$ cat src/rtl/digit_serial_mult_ctrl.sv
// digit_serial_mult_ctrl
//   Computes a WIDTH x WIDTH unsigned product one 4-bit digit pair per cycle
//   through a single shared 4x4 multiplier (wallace_tree_4_bit), shift-
//   accumulating each 8-bit partial product into a 2*WIDTH accumulator.
//   Latency is fixed at NUM_DIGITS^2 cycles from accept to valid_out.
//
// Ports
//   clk_in        system clock
//   rst_in        synchronous active-high reset; aborts any operation
//   valid_in      request valid (only looked at in IDLE)
//   a_in, b_in    WIDTH-bit unsigned operands, latched on accept
//   ready_out     high in IDLE: a request is taken on valid_in && ready_out
//   product_out   2*WIDTH-bit result, held until the next result replaces it
//   valid_out     product_out is valid; held until out_ready_in is seen high
//   out_ready_in  consumer accepts the product
//   busy_out      high whenever the sequencer is not IDLE

// 4x4 unsigned multiplier: four partial-product rows reduced by two
// carry-save (3:2) stages, then one carry-propagate add. The product of two
// 4-bit values fits in 8 bits, so bits shifted past bit 7 are always zero
// in the final sum.
module wallace_tree_4_bit (
  input  logic [3:0] a,
  input  logic [3:0] b,
  output logic [7:0] p
);
  logic [7:0] r0, r1, r2, r3;
  logic [7:0] s1, c1, s2, c2;

  always_comb begin
    r0 = {4'b0000, a & {4{b[0]}}};
    r1 = {3'b000,  a & {4{b[1]}}, 1'b0};
    r2 = {2'b00,   a & {4{b[2]}}, 2'b00};
    r3 = {1'b0,    a & {4{b[3]}}, 3'b000};
    s1 = r0 ^ r1 ^ r2;
    c1 = ((r0 & r1) | (r0 & r2) | (r1 & r2)) << 1;
    s2 = s1 ^ c1 ^ r3;
    c2 = ((s1 & c1) | (s1 & r3) | (c1 & r3)) << 1;
    p  = s2 + c2;
  end
endmodule

module digit_serial_mult_ctrl #(
  parameter int WIDTH = 16
) (
  input  logic               clk_in,
  input  logic               rst_in,
  input  logic               valid_in,
  input  logic [WIDTH-1:0]   a_in,
  input  logic [WIDTH-1:0]   b_in,
  output logic               ready_out,
  output logic [2*WIDTH-1:0] product_out,
  output logic               valid_out,
  input  logic               out_ready_in,
  output logic               busy_out
);
  localparam int NUM_DIGITS = WIDTH / 4;
  localparam int ACC_W      = 2 * WIDTH;
  localparam int IDX_W      = (NUM_DIGITS > 1) ? $clog2(NUM_DIGITS) : 1;
  localparam logic [IDX_W-1:0] LAST_IDX = IDX_W'(NUM_DIGITS - 1);

  generate
    if (WIDTH < 4 || (WIDTH % 4) != 0) begin : g_bad_width
      $error("digit_serial_mult_ctrl: WIDTH must be a multiple of 4 and >= 4");
    end
  endgenerate

  typedef enum logic [1:0] {
    IDLE,
    MULT,
    DONE
  } state_t;

  state_t           state, state_d;
  logic [WIDTH-1:0] a_reg, b_reg;
  logic [ACC_W-1:0] acc, acc_sum;
  logic [IDX_W-1:0] i_idx, j_idx;
  logic [3:0]       a_digit, b_digit;
  logic [7:0]       pp;
  logic [IDX_W+2:0] shamt;
  logic             accept, last_pair;

  assign ready_out = (state == IDLE);
  assign valid_out = (state == DONE);
  assign busy_out  = (state != IDLE);
  assign accept    = valid_in && ready_out;
  assign last_pair = (i_idx == LAST_IDX) && (j_idx == LAST_IDX);

  // Digit selection and weighting: digit i of a and digit j of b carry a
  // combined weight of 2^(4*(i+j)).
  assign a_digit = 4'(a_reg >> {i_idx, 2'b00});
  assign b_digit = 4'(b_reg >> {j_idx, 2'b00});
  assign shamt   = {(IDX_W+1)'(i_idx) + (IDX_W+1)'(j_idx), 2'b00};
  assign acc_sum = acc + (ACC_W'(pp) << shamt);

  wallace_tree_4_bit u_mul (
    .a (a_digit),
    .b (b_digit),
    .p (pp)
  );

  // NOTE: sequential state uses non-blocking (<=) so every register samples
  // the pre-edge values of the others, independent of block ordering.
  always_ff @(posedge clk_in) begin
    if (rst_in) state <= IDLE;
    else        state <= state_d;
  end

  // NOTE: state_d gets its default before the case so no path leaves it
  // unassigned, which would otherwise infer a latch.
  always_comb begin
    state_d = state;
    unique case (state)
      IDLE:    if (valid_in)     state_d = MULT;
      MULT:    if (last_pair)    state_d = DONE;
      DONE:    if (out_ready_in) state_d = IDLE;
      default:                   state_d = IDLE;
    endcase
  end

  always_ff @(posedge clk_in) begin
    if (rst_in) begin
      a_reg       <= '0;
      b_reg       <= '0;
      acc         <= '0;
      i_idx       <= '0;
      j_idx       <= '0;
      product_out <= '0;
    end else begin
      unique case (state)
        IDLE: begin
          if (accept) begin
            a_reg <= a_in;
            b_reg <= b_in;
            acc   <= '0;
            i_idx <= '0;
            j_idx <= '0;
          end
        end
        MULT: begin
          acc <= acc_sum;
          if (j_idx == LAST_IDX) begin
            j_idx <= '0;
            i_idx <= last_pair ? '0 : i_idx + 1'b1;
          end else begin
            j_idx <= j_idx + 1'b1;
          end
          // The final partial product lands in the result register on the
          // same edge that enters DONE, so it is stable for the whole DONE
          // phase and survives the next accept clearing acc.
          if (last_pair) product_out <= acc_sum;
        end
        default: ;
      endcase
    end
  end
endmodule

$ cat config.mk
export PLATFORM = sky130hd
export DESIGN_NAME = digit_serial_mult_ctrl
export DESIGN_NICKNAME = d
export VERILOG_FILES = /design/src/rtl/digit_serial_mult_ctrl.sv
export SDC_FILE = /design/constraint.sdc
export NUM_CORES = 1
export LEC_CHECK = 0
export ABC_CLOCK_PERIOD_IN_PS = 7000
export CAP_MARGIN = 20
export CORE_MARGIN = 5
export CORE_UTILIZATION = 41
export CTS_BUF_LIST = sky130_fd_sc_hd__clkbuf_8
export DETAILED_ROUTE_END_ITERATION = 6
export PLACE_DENSITY = 0.61
export REMOVE_ABC_BUFFERS = 1
export SKIP_CTS_REPAIR_TIMING = 1
export SYNTH_ARGS = -nofsm -noshare
export SYNTH_HDL_FRONTEND = slang
export SYNTH_SLANG_ARGS = --single-unit
$ cat constraint.sdc
create_clock -name clk_in -period 7 [get_ports clk_in]
set_input_delay 1.4 -clock clk_in [delete_from_list [all_inputs] [get_ports clk_in]]
set_output_delay 1.4 -clock clk_in [all_outputs]
set_load 0.02 [all_outputs]
==> flow_metrics.py <==
metrics = {
    "outcome": {
        "outcome": "finished clean",
    },
    "clock_network": {
        "root_buffer": "clkbuf_8",
        "clkTransAtPathRegs_ps": 100,
        "cts_max_path_buffers": 2,
        "htree_num_levels": 3,
        "cts_tree": "yes",
        "insertion_delay_ps": 390,
        "clock-sinks": 102,
        "numCtsBuffers": 9,
    },
    "synth": {
        "synth_edf_count": 0,
        "avgSynthCellArea_sq_um": 7.96,
        "synth_top_cell_area_share_pct": 33.2,
        "synth_seq_cells": 102,
        "yosysSeqAreaShare_pct": 33.2,
        "netlist_area_sq_um": 6150,
        "yosysTopAreaCell": "dfxtp_1",
        "ys.warnings.count": 0,
        "synthArstFlopShare_pct": 0,
        "synth_cell_types": 59,
        "synth_top_flop_cell": "dfxtp_1",
        "ys_top_cells_by_area": "dfxtp_1, nand2_1, ha_1",
        "synthCells": 772,
    },
    "sta": {
        "relSlewSlack_pct": 31.5,
        "finalCritPeriodShare_pct": 89.5,
        "whs_ps": 457,
        "report.final.slew_viol_count": 0,
        "postLayoutSetupSlackWorst_ps": 735,
        "setup_viol": 0,
        "final.setup.tns_ps": 0,
        "layout_min_cycle_time_ps": 6260,
        "worst_pin_slew_ps": 1020,
        "hold_viol": 0,
        "max_freq_mhz": 160,
        "clock_skew_ps": 14.6,
        "rsz0062_at_grt": "no",
    },
    "routing": {
        "drtPass1Iterations": 5,
        "vias_per_cell": 5.52,
        "drtAntennaViolNets": 0,
        "vias": 5558,
        "route.detailed.drc": 0,
        "routed_wl_um": 16600,
        "detail_route.wl_per_cell_um": 16.5,
        "drt_iter0_drc": 309,
    },
    "global_route": {
        "grt_pass1_wl_um": 27800,
        "track_usage_pct": 19.0,
        "grt_max_degree": 57,
        "grt_pass1_vias": 5553,
        "grt-ovfl-total": 0,
        "antenna_found_initial": 0,
    },
    "worst_setup_path": {
        "worstPathArrival_ps": 6580,
        "critPathMaxFanout": 8,
        "critical-path-top-delay-family": "compound AO/OA/AOI/OAI gates",
        "critical_path_class": "flip-flop to flip-flop",
        "path_buf_inv": 0,
        "worstPathRequired_ps": 7320,
        "worstSetupEndpointType": "flip-flop",
        "critPathMaxStageDelay_ps": 630,
        "path_cells": "mux4_2, and2_1, fa_1, fa_1, ha_1, fa_1, a21o_1, a21oi_1, a21o_1, nor2_1, ha_1, a21oi_1, o21ai_0, nor2_1, o31ai_1, a21oi_1, o21a_1, o211ai_1",
        "critical_path.slowest_cell": "o31ai_1",
        "start_kind": "flip-flop",
    },
    "floorplan": {
        "coreArea_sq_um": 14600,
        "num_rows": 44,
        "die_area_sq_um": 17500,
        "die_y_um": 132,
        "start_util_pct": 42.0,
        "num_io_pins": 71,
        "die_w_um": 132,
    },
    "final_layout": {
        "layout.nets": 902,
        "utilization_pct": 49.0,
        "area_delta_synth_final_pct": 16.6,
        "layout_common_cells": "nand2_1, dfxtp_1, a21oi_1",
        "drive_gt1_share_pct": 5.23,
        "final_area_sq_um": 7170,
        "fill_cells": 1438,
        "layout.cells.non_filler": 1006,
        "top_regs": "acc (32), product_out (32)",
        "n_antenna_cell": 0,
        "seqCellArea_sq_um": 2040,
        "final_common_cell": "nand2_1",
        "multiInputGateArea_sq_um": 3860,
    },
    "power_and_ir_drop": {
        "p_leak_nw": 2.96,
        "total_power_mw": 1.11,
        "irDropWorstVdd_mv": 0.0926,
        "power_density_nw_per_um2": 155,
    },
    "placed_design": {
        "pre_cts_ws_ps": 834,
        "port_buffers": 70,
        "placed_area_sq_um": 6970,
        "hpwlAfterDp_um": 12500,
        "dp_cells": 990,
        "gp_congestion": 0.988,
    },
    "worst_hold_path": {
        "hold_path_class": "flip-flop to flip-flop",
    },
    "job": {
        "drv_cap": 0,
    },
}
synth_stat cells, drive strengths merged (3+ instances only):
cell and count:
a211o 3, a211oi 4, a21o 20, a21oi 97
a221oi 3, a22o 13, a22oi 14, a31oi 8
and2 17, and3 5, buf 5, clkbuf 39
dfxtp 102, fa 8, ha 41, inv 20
mux4 8, nand2 152, nand2b 5, nand3 11
nand3b 5, nand4 5, nor2 67, nor2b 9
nor3 9, nor3b 3, o2111ai 3, o211ai 6
o21ai 17, o22ai 6, o31ai 5, or2 3
xnor2 18, xor2 12
final timing paths:
kind / slack (ps) / start / endpoint / depth (start not counted)
worst max register to register: 740 / j_idx[0]$_SDFFE_PP0P_ / product_out[28]$_SDFFE_PP0P_ / 18
worst min register to register: 460 / product_out[7]$_SDFFE_PP0P_ / product_out[7]$_SDFFE_PP0P_ / 2
worst max-delay path: 740 / j_idx[0]$_SDFFE_PP0P_ / product_out[28]$_SDFFE_PP0P_ / 18
worst min-delay path: 460 / product_out[7]$_SDFFE_PP0P_ / product_out[7]$_SDFFE_PP0P_ / 2
routing by layer:
| layer | track usage, % | up-vias | part of all wire (%) |
|---|---|---|---|
| met5 | 0 | - | 0 |
| met4 | 6.24 | 0 | 1.7 |
| met3 | 3.30 | 21 | 4.2 |
| met2 | 33.2 | 139 | 49 |
| met1 | 23.8 | 2598 | 46 |
| li1 | - | 2800 | - |
cells by family after synthesis:
logic type | Yosys count | synth area share (%)
buffers and inverters | 64 | 3.97
xor gates and xnor gates | 30 | 4.27
adders and majority gates | 49 | 10.9
muxes | 10 | 3.26
and+or+nand+nor | 300 | 21.7
DFF | 102 | 33.2
AOI/OAI and AO/OA | 217 | 22.6
power breakdown:
| group | internal, mW | leakage [nW] | total [mW] | switching, mW |
|---|---|---|---|---|
| sequential | 0.593 | 0.827 | 0.601 | 0.00832 |
| combinational | 0.0460 | 2.03 | 0.108 | 0.0624 |
| clock | 0.178 | 0.107 | 0.402 | 0.224 |
| total | 0.817 | 2.96 | 1.11 | 0.295 |
tightest hold or removal path, cell delays in order, from the launching register on:
cell,delay (ps)
dfxtp_1,320
nand2_1,50
a21oi_1,50
final cells by class:
class                           count  area share [%]
Clock inverter                      6           0.925
Inverter                           20            1.05
Clock buffer                       10            1.92
Sequential cell                   102            28.5
Tap cell                          184            3.21
Multi-Input combinational cell    606            53.9
Timing Repair Buffer               78            10.5
(Power assumes the default switching activity.)
